===== src/rtl/legv8_main_ctrl.sv =====
// ---------------------------------------------------------------------------
// legv8_main_ctrl
//
// Multicycle main control unit for the LEGv8 core. Each instruction is
// sequenced through fetch, decode, execute, memory and write-back states.
// The unit drives every datapath enable and mux select, and it produces the
// ALU_OP code that alu_ctrl combines with OPCODE to pick the ALU function.
// Instruction and data memory use a ready handshake, so the sequencer holds
// in FETCH, LOAD_MEM or STORE_MEM until MEM_READY is seen.
//
// Ports
//    CLK            in   rising-edge clock
//    RST            in   synchronous, active-high reset
//    OPCODE[10:0]   in   IR[31:21], stable from DECODE onward
//    MEM_READY      in   memory finishes the current access this cycle
//    ALU_OP[1:0]    out  00 ADD, 01 PASS B, 10 R-type function
//    ALU_SRC_A      out  0 = PC, 1 = register A
//    ALU_SRC_B[1:0] out  00 reg B, 01 const 4, 10 sext imm, 11 branch off<<2
//    PC_SRC         out  0 = ALU result, 1 = ALUOut register
//    PC_WRITE       out  unconditional PC load
//    PC_WRITE_COND  out  PC load gated by the datapath zero flag
//    IR_WRITE       out  instruction register load
//    MEM_READ       out  memory read request
//    MEM_WRITE      out  memory write request
//    I_OR_D         out  memory address: 0 = PC, 1 = ALUOut
//    REG2_LOC       out  second read port: 1 = Rt, 0 = Rm
//    REG_WRITE      out  register file write enable
//    MEM_TO_REG     out  write-back data: 1 = MDR, 0 = ALUOut
//    RETIRE         out  one-cycle pulse in the last cycle of an instruction
//    ILLEGAL        out  sticky flag, set when an undecodable opcode is seen
// ---------------------------------------------------------------------------
module legv8_main_ctrl (
   input  logic        CLK,
   input  logic        RST,
   input  logic [10:0] OPCODE,
   input  logic        MEM_READY,
   output logic [1:0]  ALU_OP,
   output logic        ALU_SRC_A,
   output logic [1:0]  ALU_SRC_B,
   output logic        PC_SRC,
   output logic        PC_WRITE,
   output logic        PC_WRITE_COND,
   output logic        IR_WRITE,
   output logic        MEM_READ,
   output logic        MEM_WRITE,
   output logic        I_OR_D,
   output logic        REG2_LOC,
   output logic        REG_WRITE,
   output logic        MEM_TO_REG,
   output logic        RETIRE,
   output logic        ILLEGAL
);

   // Fixed LEGv8 opcode encodings for the supported instruction subset.
   localparam logic [10:0] OP_ADD  = 11'b10001011000;
   localparam logic [10:0] OP_SUB  = 11'b11001011000;
   localparam logic [10:0] OP_AND  = 11'b10001010000;
   localparam logic [10:0] OP_ORR  = 11'b10101010000;
   localparam logic [10:0] OP_LDUR = 11'b11111000010;
   localparam logic [10:0] OP_STUR = 11'b11111000000;
   localparam logic [7:0]  OP_CBZ  = 8'b10110100;
   localparam logic [5:0]  OP_B    = 6'b000101;

   // ALU_OP codes understood by alu_ctrl.
   localparam logic [1:0] ALUOP_ADD   = 2'b00;
   localparam logic [1:0] ALUOP_PASSB = 2'b01;
   localparam logic [1:0] ALUOP_RTYPE = 2'b10;

   // ALU B-operand mux selects.
   localparam logic [1:0] SRCB_REG    = 2'b00;
   localparam logic [1:0] SRCB_FOUR   = 2'b01;
   localparam logic [1:0] SRCB_IMM    = 2'b10;
   localparam logic [1:0] SRCB_BROFF  = 2'b11;

   typedef enum logic [3:0] {
      S_FETCH,
      S_DECODE,
      S_EXEC_R,
      S_R_WB,
      S_ADDR,
      S_LOAD_MEM,
      S_LOAD_WB,
      S_STORE_MEM,
      S_CBZ_EXEC,
      S_B_EXEC,
      S_HALT
   } state_t;

   state_t state;
   logic   illegal_q;
   logic   is_load_q;

   logic   is_rtype;
   logic   is_ldur;
   logic   is_stur;
   logic   is_cbz;
   logic   is_b;
   logic   reg2_dec;

   // Opcode classification. CBZ and B match only on their upper bits because
   // the remaining bits of IR[31:21] belong to their offset fields.
   always_comb begin
      is_rtype = (OPCODE == OP_ADD) || (OPCODE == OP_SUB) ||
                 (OPCODE == OP_AND) || (OPCODE == OP_ORR);
      is_ldur  = (OPCODE == OP_LDUR);
      is_stur  = (OPCODE == OP_STUR);
      is_cbz   = (OPCODE[10:3] == OP_CBZ);
      is_b     = (OPCODE[10:5] == OP_B);
      reg2_dec = is_stur || is_cbz;
   end

   // State register plus the two flags captured alongside it. The load/store
   // choice is latched in DECODE so ADDR does not have to look at OPCODE
   // again; ILLEGAL is set on the DECODE-to-HALT transition and only reset
   // can clear it.
   always_ff @(posedge CLK) begin
      if (RST) begin
         state     <= S_FETCH;
         illegal_q <= 1'b0;
         is_load_q <= 1'b0;
      end else begin
         case (state)
            S_FETCH: begin
               if (MEM_READY) state <= S_DECODE;
            end
            S_DECODE: begin
               is_load_q <= is_ldur;
               if (is_rtype) begin
                  state <= S_EXEC_R;
               end else if (is_ldur || is_stur) begin
                  state <= S_ADDR;
               end else if (is_cbz) begin
                  state <= S_CBZ_EXEC;
               end else if (is_b) begin
                  state <= S_B_EXEC;
               end else begin
                  state     <= S_HALT;
                  illegal_q <= 1'b1;
               end
            end
            S_EXEC_R:    state <= S_R_WB;
            S_R_WB:      state <= S_FETCH;
            S_ADDR:      state <= is_load_q ? S_LOAD_MEM : S_STORE_MEM;
            S_LOAD_MEM: begin
               if (MEM_READY) state <= S_LOAD_WB;
            end
            S_LOAD_WB:   state <= S_FETCH;
            S_STORE_MEM: begin
               if (MEM_READY) state <= S_FETCH;
            end
            S_CBZ_EXEC:  state <= S_FETCH;
            S_B_EXEC:    state <= S_FETCH;
            S_HALT:      state <= S_HALT;
            default:     state <= S_FETCH;
         endcase
      end
   end

   // Output decode from the registered state. Only IR_WRITE/PC_WRITE in
   // FETCH and RETIRE in STORE_MEM look at MEM_READY, so an access request
   // stays steady across a stall. Reset overrides everything last so the
   // datapath sees no enables while the sequencer is being reset.
   always_comb begin
      ALU_OP        = ALUOP_ADD;
      ALU_SRC_A     = 1'b0;
      ALU_SRC_B     = SRCB_REG;
      PC_SRC        = 1'b0;
      PC_WRITE      = 1'b0;
      PC_WRITE_COND = 1'b0;
      IR_WRITE      = 1'b0;
      MEM_READ      = 1'b0;
      MEM_WRITE     = 1'b0;
      I_OR_D        = 1'b0;
      REG2_LOC      = 1'b0;
      REG_WRITE     = 1'b0;
      MEM_TO_REG    = 1'b0;
      RETIRE        = 1'b0;
      ILLEGAL       = illegal_q;

      case (state)
         S_FETCH: begin
            MEM_READ  = 1'b1;
            ALU_SRC_B = SRCB_FOUR;
            IR_WRITE  = MEM_READY;
            PC_WRITE  = MEM_READY;
         end
         S_DECODE: begin
            ALU_SRC_B = SRCB_BROFF;
         end
         S_EXEC_R: begin
            ALU_SRC_A = 1'b1;
            ALU_OP    = ALUOP_RTYPE;
         end
         S_R_WB: begin
            REG_WRITE = 1'b1;
            RETIRE    = 1'b1;
         end
         S_ADDR: begin
            ALU_SRC_A = 1'b1;
            ALU_SRC_B = SRCB_IMM;
         end
         S_LOAD_MEM: begin
            MEM_READ = 1'b1;
            I_OR_D   = 1'b1;
         end
         S_LOAD_WB: begin
            REG_WRITE  = 1'b1;
            MEM_TO_REG = 1'b1;
            RETIRE     = 1'b1;
         end
         S_STORE_MEM: begin
            MEM_WRITE = 1'b1;
            I_OR_D    = 1'b1;
            RETIRE    = MEM_READY;
         end
         S_CBZ_EXEC: begin
            ALU_SRC_A     = 1'b1;
            ALU_OP        = ALUOP_PASSB;
            PC_WRITE_COND = 1'b1;
            PC_SRC        = 1'b1;
            RETIRE        = 1'b1;
         end
         S_B_EXEC: begin
            PC_WRITE = 1'b1;
            PC_SRC   = 1'b1;
            RETIRE   = 1'b1;
         end
         default: begin
         end
      endcase

      // REG2_LOC is a pure opcode decode, but FETCH has no valid IR yet and
      // HALT keeps every output except ILLEGAL quiet.
      if ((state != S_FETCH) && (state != S_HALT)) begin
         REG2_LOC = reg2_dec;
      end

      if (RST) begin
         ALU_OP        = 2'b00;
         ALU_SRC_A     = 1'b0;
         ALU_SRC_B     = 2'b00;
         PC_SRC        = 1'b0;
         PC_WRITE      = 1'b0;
         PC_WRITE_COND = 1'b0;
         IR_WRITE      = 1'b0;
         MEM_READ      = 1'b0;
         MEM_WRITE     = 1'b0;
         I_OR_D        = 1'b0;
         REG2_LOC      = 1'b0;
         REG_WRITE     = 1'b0;
         MEM_TO_REG    = 1'b0;
         RETIRE        = 1'b0;
         ILLEGAL       = 1'b0;
      end
   end

endmodule


===== config.mk =====
export PLATFORM = sky130hd
export DESIGN_NAME = legv8_main_ctrl
export DESIGN_NICKNAME = d
export VERILOG_FILES = /design/src/rtl/legv8_main_ctrl.sv
export SDC_FILE = /design/constraint.sdc
export NUM_CORES = 1
export LEC_CHECK = 0
export ABC_AREA = 1
export BUFFER_PORTS_ARGS = -buffer_cell sky130_fd_sc_hd__buf_4
export CAP_MARGIN = 10
export CORE_UTILIZATION = 51
export CTS_BUF_LIST = sky130_fd_sc_hd__clkbuf_8
export CTS_CLUSTER_SIZE = 25
export DETAILED_ROUTE_END_ITERATION = 6
export GPL_ROUTABILITY_DRIVEN = 0
export MAX_ROUTING_LAYER = met4
export PLACE_DENSITY = 0.86
export SLEW_MARGIN = 10
export SYNTH_ARGS = -nofsm -noshare
export SYNTH_HDL_FRONTEND = slang
export SYNTH_SLANG_ARGS = --single-unit
export TNS_END_PERCENT = 50

===== constraint.sdc =====
create_clock -name CLK -period 1.9 [get_ports CLK]
set_input_delay 0.38 -clock CLK [delete_from_list [all_inputs] [get_ports CLK]]
set_output_delay 0.38 -clock CLK [all_outputs]
set_load 0.02 [all_outputs]

==> tab_implementation.tex <==
\begin{tabular}{lr}
\hline
Metric & Value \\
\hline
\multicolumn{2}{l}{\textbf{Critical path}} \\
\quad Element type at the critical path end & primary output \\
\quad Peak fanout along the critical path & 4 \\
\quad Flop-to-flop setup slack & between 0.5 and 0.6 ns \\
\quad Type of the worst setup path & flop to primary output \\
\quad Cell count of the worst reg-to-reg path & 8 \\
\quad Critical R2R Launch & state[2] \\
\quad Required time at the worst-slack endpoint & between 1.5 and 2 ns \\
\quad Category of the worst setup path launch point & flop \\
\quad Endpoint arrival time on the critical path & 1.45 ns \\
\quad Reg-to-reg critical path endpoint & state[1] \\
\multicolumn{2}{l}{\textbf{Routing}} \\
\quad Routed via count & roughly 940 \\
\quad Number of antenna-violating nets in the routed design & 0 \\
\quad Vias per std cell & roughly 5.5 \\
\quad Top metal layer carrying routed signals & met3 \\
\quad Length of routed met2 wiring & just under 1000 um \\
\quad Routed wl met3 & $\sim$150 um \\
\quad Initial detailed-routing violation count & 72 \\
\quad Total detailed-routing wirelength & a little under 2000 um \\
\quad DRC violations left & 0 \\
\quad WL/cell & 11.4 um \\
\quad Met1 layer wirelength in the final routing & approximately 840 um \\
\quad Pre-antenna DRT Iters & 4 \\
\multicolumn{2}{l}{\textbf{Synthesis}} \\
\quad Top cells by count, synth & 31 x sky130\_fd\_sc\_hd\_\_nand2\_1, 24 x sky130\_fd\_sc\_hd\_\_nor2\_1, 20 x sky130\_fd\_sc\_hd\_\_inv\_1, 15 x sky130\_fd\_sc\_hd\_\_nand3\_1, 9 x sky130\_fd\_sc\_hd\_\_a21oi\_1 \\
\quad Number of nets produced by synthesis & between 100 and 150 \\
\quad Top\_reg\_cell synth & sky130\_fd\_sc\_hd\_\_dfxtp\_1 \\
\quad Synthesized instance count & between 100 and 150 \\
\quad Fraction of synthesis flops using an asynchronous set or reset pin & 0\% \\
\quad Seq/Total Area, Yosys & 17.9\% \\
\quad Share of Yosys cell area claimed by the top area cell type & between 10\% and 20\% \\
\quad Most common cell in the netlist & sky130\_fd\_sc\_hd\_\_nand2\_1 \\
\quad Number of distinct library cells after synthesis & 18 \\
\quad Post-synth design cell area & 671 um2 \\
\quad EDFF count, synth & 0 \\
\quad Leading post-synthesis cells by cell area & sky130\_fd\_sc\_hd\_\_dfxtp\_1 18\%, sky130\_fd\_sc\_hd\_\_nand2\_1 17\%, sky130\_fd\_sc\_hd\_\_nor2\_1 13\% \\
\quad Post-synthesis area per instance & 5.20 um2 \\
\quad Total number of yosys warnings & 0 \\
\quad Count of state elements after synthesis & 6 \\
\quad Cell type contributing the most total cell area after synthesis & sky130\_fd\_sc\_hd\_\_dfxtp\_1 \\
\multicolumn{2}{l}{\textbf{Clock tree}} \\
\quad Total number of H-tree levels & 1 \\
\quad Maximum buffer depth of the clock tree & 2 \\
\quad Hold\_buf cts & 0 \\
\quad Number of buffers inserted during clock tree synthesis & 3 \\
\quad Root cell of the clock tree & sky130\_fd\_sc\_hd\_\_clkbuf\_8 \\
\quad CTS tree & built \\
\quad Clock transition at path regs & approximately 0.040 ns \\
\quad Post CTS Setup Buffer Count & 0 \\
\quad TritonCTS Sinks & 6 \\
\quad Clock latency on the worst-skew pair & 0.22 ns \\
\multicolumn{2}{l}{\textbf{STA}} \\
\quad Total negative setup slack & 0 ns \\
\quad Worst-margin pin slew & between 0.3 and 0.4 ns \\
\quad WHS & about 0.44 ns \\
\quad Final setup skew & around 0.0027 ns \\
\quad Max Fclk & between 500 and 600 MHz \\
\quad Max-Slew Margin vs Limit & roughly 80\% \\
\quad Unrepaired setup endpoints after global routing & false \\
\quad Count of endpoints failing hold in the final timing report & 0 \\
\quad Slew Viols, Final & 0 \\
\quad Final worst path period need & 1.83 ns \\
\quad Period utilization & $\sim$96\% \\
\quad Final-report setup violation count & 0 \\
\multicolumn{2}{l}{\textbf{Min path}} \\
\quad WHS Endpoint & is\_load\_q \\
\quad Hold WC Path Type & input port to flop \\
\quad Worst Hold Launch & OPCODE[1] \\
\quad Number of instances on the worst hold path & 3 \\
\multicolumn{2}{l}{\textbf{Global route}} \\
\quad Overflow left after global routing & 0 \\
\quad Number of global-route vias before repair & between 700 and 800 \\
\quad Global-route wire length before repair & between 3000 and 4000 um \\
\quad Number of antenna violations at the first check in global routing & 0 \\
\quad GRT Util Overall & just under 30\% \\
\quad Largest net degree at the start of global routing & 18 \\
\multicolumn{2}{l}{\textbf{Die}} \\
\quad IO Pins & 31 \\
\quad Chip height & 38.3 um \\
\quad Die footprint & 0.00146 mm2 \\
\quad Chip width & between 30 and 40 um \\
\quad Starting Density & between 50\% and 60\% \\
\quad CORE AREA & between 0.001 and 0.0015 mm2 \\
\quad Row Count & 12 \\
\multicolumn{2}{l}{\textbf{Run status}} \\
\quad Status & finished clean \\
\multicolumn{2}{l}{\textbf{Placed design}} \\
\quad Dpl hpwl & between 1500 and 2000 um \\
\quad Buffers added on ports & 30 \\
\multicolumn{2}{l}{\textbf{Finish}} \\
\quad Final net count & 174 \\
\quad Sequential cell area in the final layout & between 100 and 150 um2 \\
\quad Count of inserted antenna diode cells & 0 \\
\quad Fraction of final layout cells with drive strength greater than 1 & around 28\% \\
\quad Area delta synth->final & 41.8\% \\
\quad Utilization of the core after routing & approximately four fifths \\
\quad Total area of multi-input combinational cells & approximately 450 um2 \\
\quad Number of fillers in the final layout & 88 \\
\multicolumn{2}{l}{\textbf{Power and ir drop}} \\
\quad P per Cell Area & $\sim$1100 mW/mm2 \\
\quad Peak VDD IR & 0.000881 V \\
\quad Leakage power summed over all cells & 0.537 nW \\
\multicolumn{2}{l}{\textbf{Job}} \\
\quad Max\_cap viols & 0 \\
\hline
\end{tabular}
## kinds of logic (layout without fill, tap and decap cells)
logic type / count (synthesis) / count (layout) / share of synthesized area, %
buffers and inverters: 27 / 56 / 16.4
flip-flops: 6 / 6 / 17.9
AO/OA/AOI/OAI: 15 / 15 / 11.8
AND/OR/NAND/NOR: 81 / 81 / 53.9
## layout by cell type (no fill, tap or decap)
cell type / netlist / layout
sky130_fd_sc_hd__nand2_1: 31 / 30
sky130_fd_sc_hd__nor2_4: 1 / 1
sky130_fd_sc_hd__a211o_1: 1 / 1
sky130_fd_sc_hd__nand2_2: 0 / 1
sky130_fd_sc_hd__nor3_4: 1 / 1
sky130_fd_sc_hd__nor4_2: 0 / 1
sky130_fd_sc_hd__a21oi_1: 9 / 9
sky130_fd_sc_hd__nand3b_1: 1 / 1
sky130_fd_sc_hd__o21ai_1: 0 / 1
sky130_fd_sc_hd__dfxtp_4: 0 / 1
sky130_fd_sc_hd__o21ai_0: 5 / 4
sky130_fd_sc_hd__dfxtp_1: 6 / 2
sky130_fd_sc_hd__nor3_1: 4 / 4
sky130_fd_sc_hd__buf_4: 2 / 31
sky130_fd_sc_hd__dfxtp_2: 0 / 3
sky130_fd_sc_hd__nand3_1: 15 / 15
sky130_fd_sc_hd__inv_1: 20 / 20
sky130_fd_sc_hd__nand4_1: 3 / 3
sky130_fd_sc_hd__inv_2: 2 / 2
sky130_fd_sc_hd__clkbuf_8: 0 / 3
sky130_fd_sc_hd__nor2_1: 24 / 24
## per-stage QoR
step	total power (W)	cell area [um2]	cells	worst slack [ns]
after floorplan	0.000647	677	129	0.151
after global placement	0.000832	900	169	0.192
after detailed placement	0.000845	900	169	0.161
after CTS	0.00105	943	172	0.0188
after global routing	0.00113	951	172	0.00543
final	0.00106	951	172	0.0740
## layout make-up
class,count,area share (%)
clock buffers,3,4.34
inverters,22,8.68
multi-input cells,96,47.2
flip-flops and latches,6,13.4
well taps,14,1.84
repair buffers,31,24.5
## worst max path at each step
stage | startpoint | endpoint
global route | state[3] | ALU_SRC_A
detailed placement | OPCODE[4] | REG2_LOC
floorplan | state[1] | PC_WRITE
global placement | OPCODE[4] | REG2_LOC
CTS | state[2] | ALU_SRC_A
finish | state[3] | ALU_SRC_A
## where the power goes
| part | internal, W | switching, W | total (W) |
|---|---|---|---|
| clock | 0.000136 | 0.0000502 | 0.000186 |
| sequential | 0.000180 | 0.0000675 | 0.000248 |
| combinational | 0.000242 | 0.000379 | 0.000621 |
| total | 0.000558 | 0.000497 | 0.00106 |
## repair_timing
| item | 4_1_cts | 5_1_grt |
|---|---|---|
| endpoints found under the setup margin | 1 | 3 |
| pin swaps | 0 | 0 |
| gates resized for setup | 2 | 5 |
## worst max-delay path, cell delays in order, from the launching register on
cell and delay, ns:
sky130_fd_sc_hd__dfxtp_2 0.33, sky130_fd_sc_hd__inv_1 0.11, sky130_fd_sc_hd__nand2_2 0.08, sky130_fd_sc_hd__inv_1 0.12, sky130_fd_sc_hd__nand2_1 0.08, sky130_fd_sc_hd__nor2_1 0.13, sky130_fd_sc_hd__a21oi_1 0.08, sky130_fd_sc_hd__a21oi_1 0.14
sky130_fd_sc_hd__buf_4 0.16
## state kept, by name (all words and copies together) (netlist names)
name	cells
illegal_q	1
is_load_q	1
state	4
## layer usage
layer	up-vias	global-route usage, %
met3	0	1.74
li1	470	-
met5	-	-
met2	52	50.4
met1	420	38.6
met4	0	5.36
(Power assumes the default switching activity.)
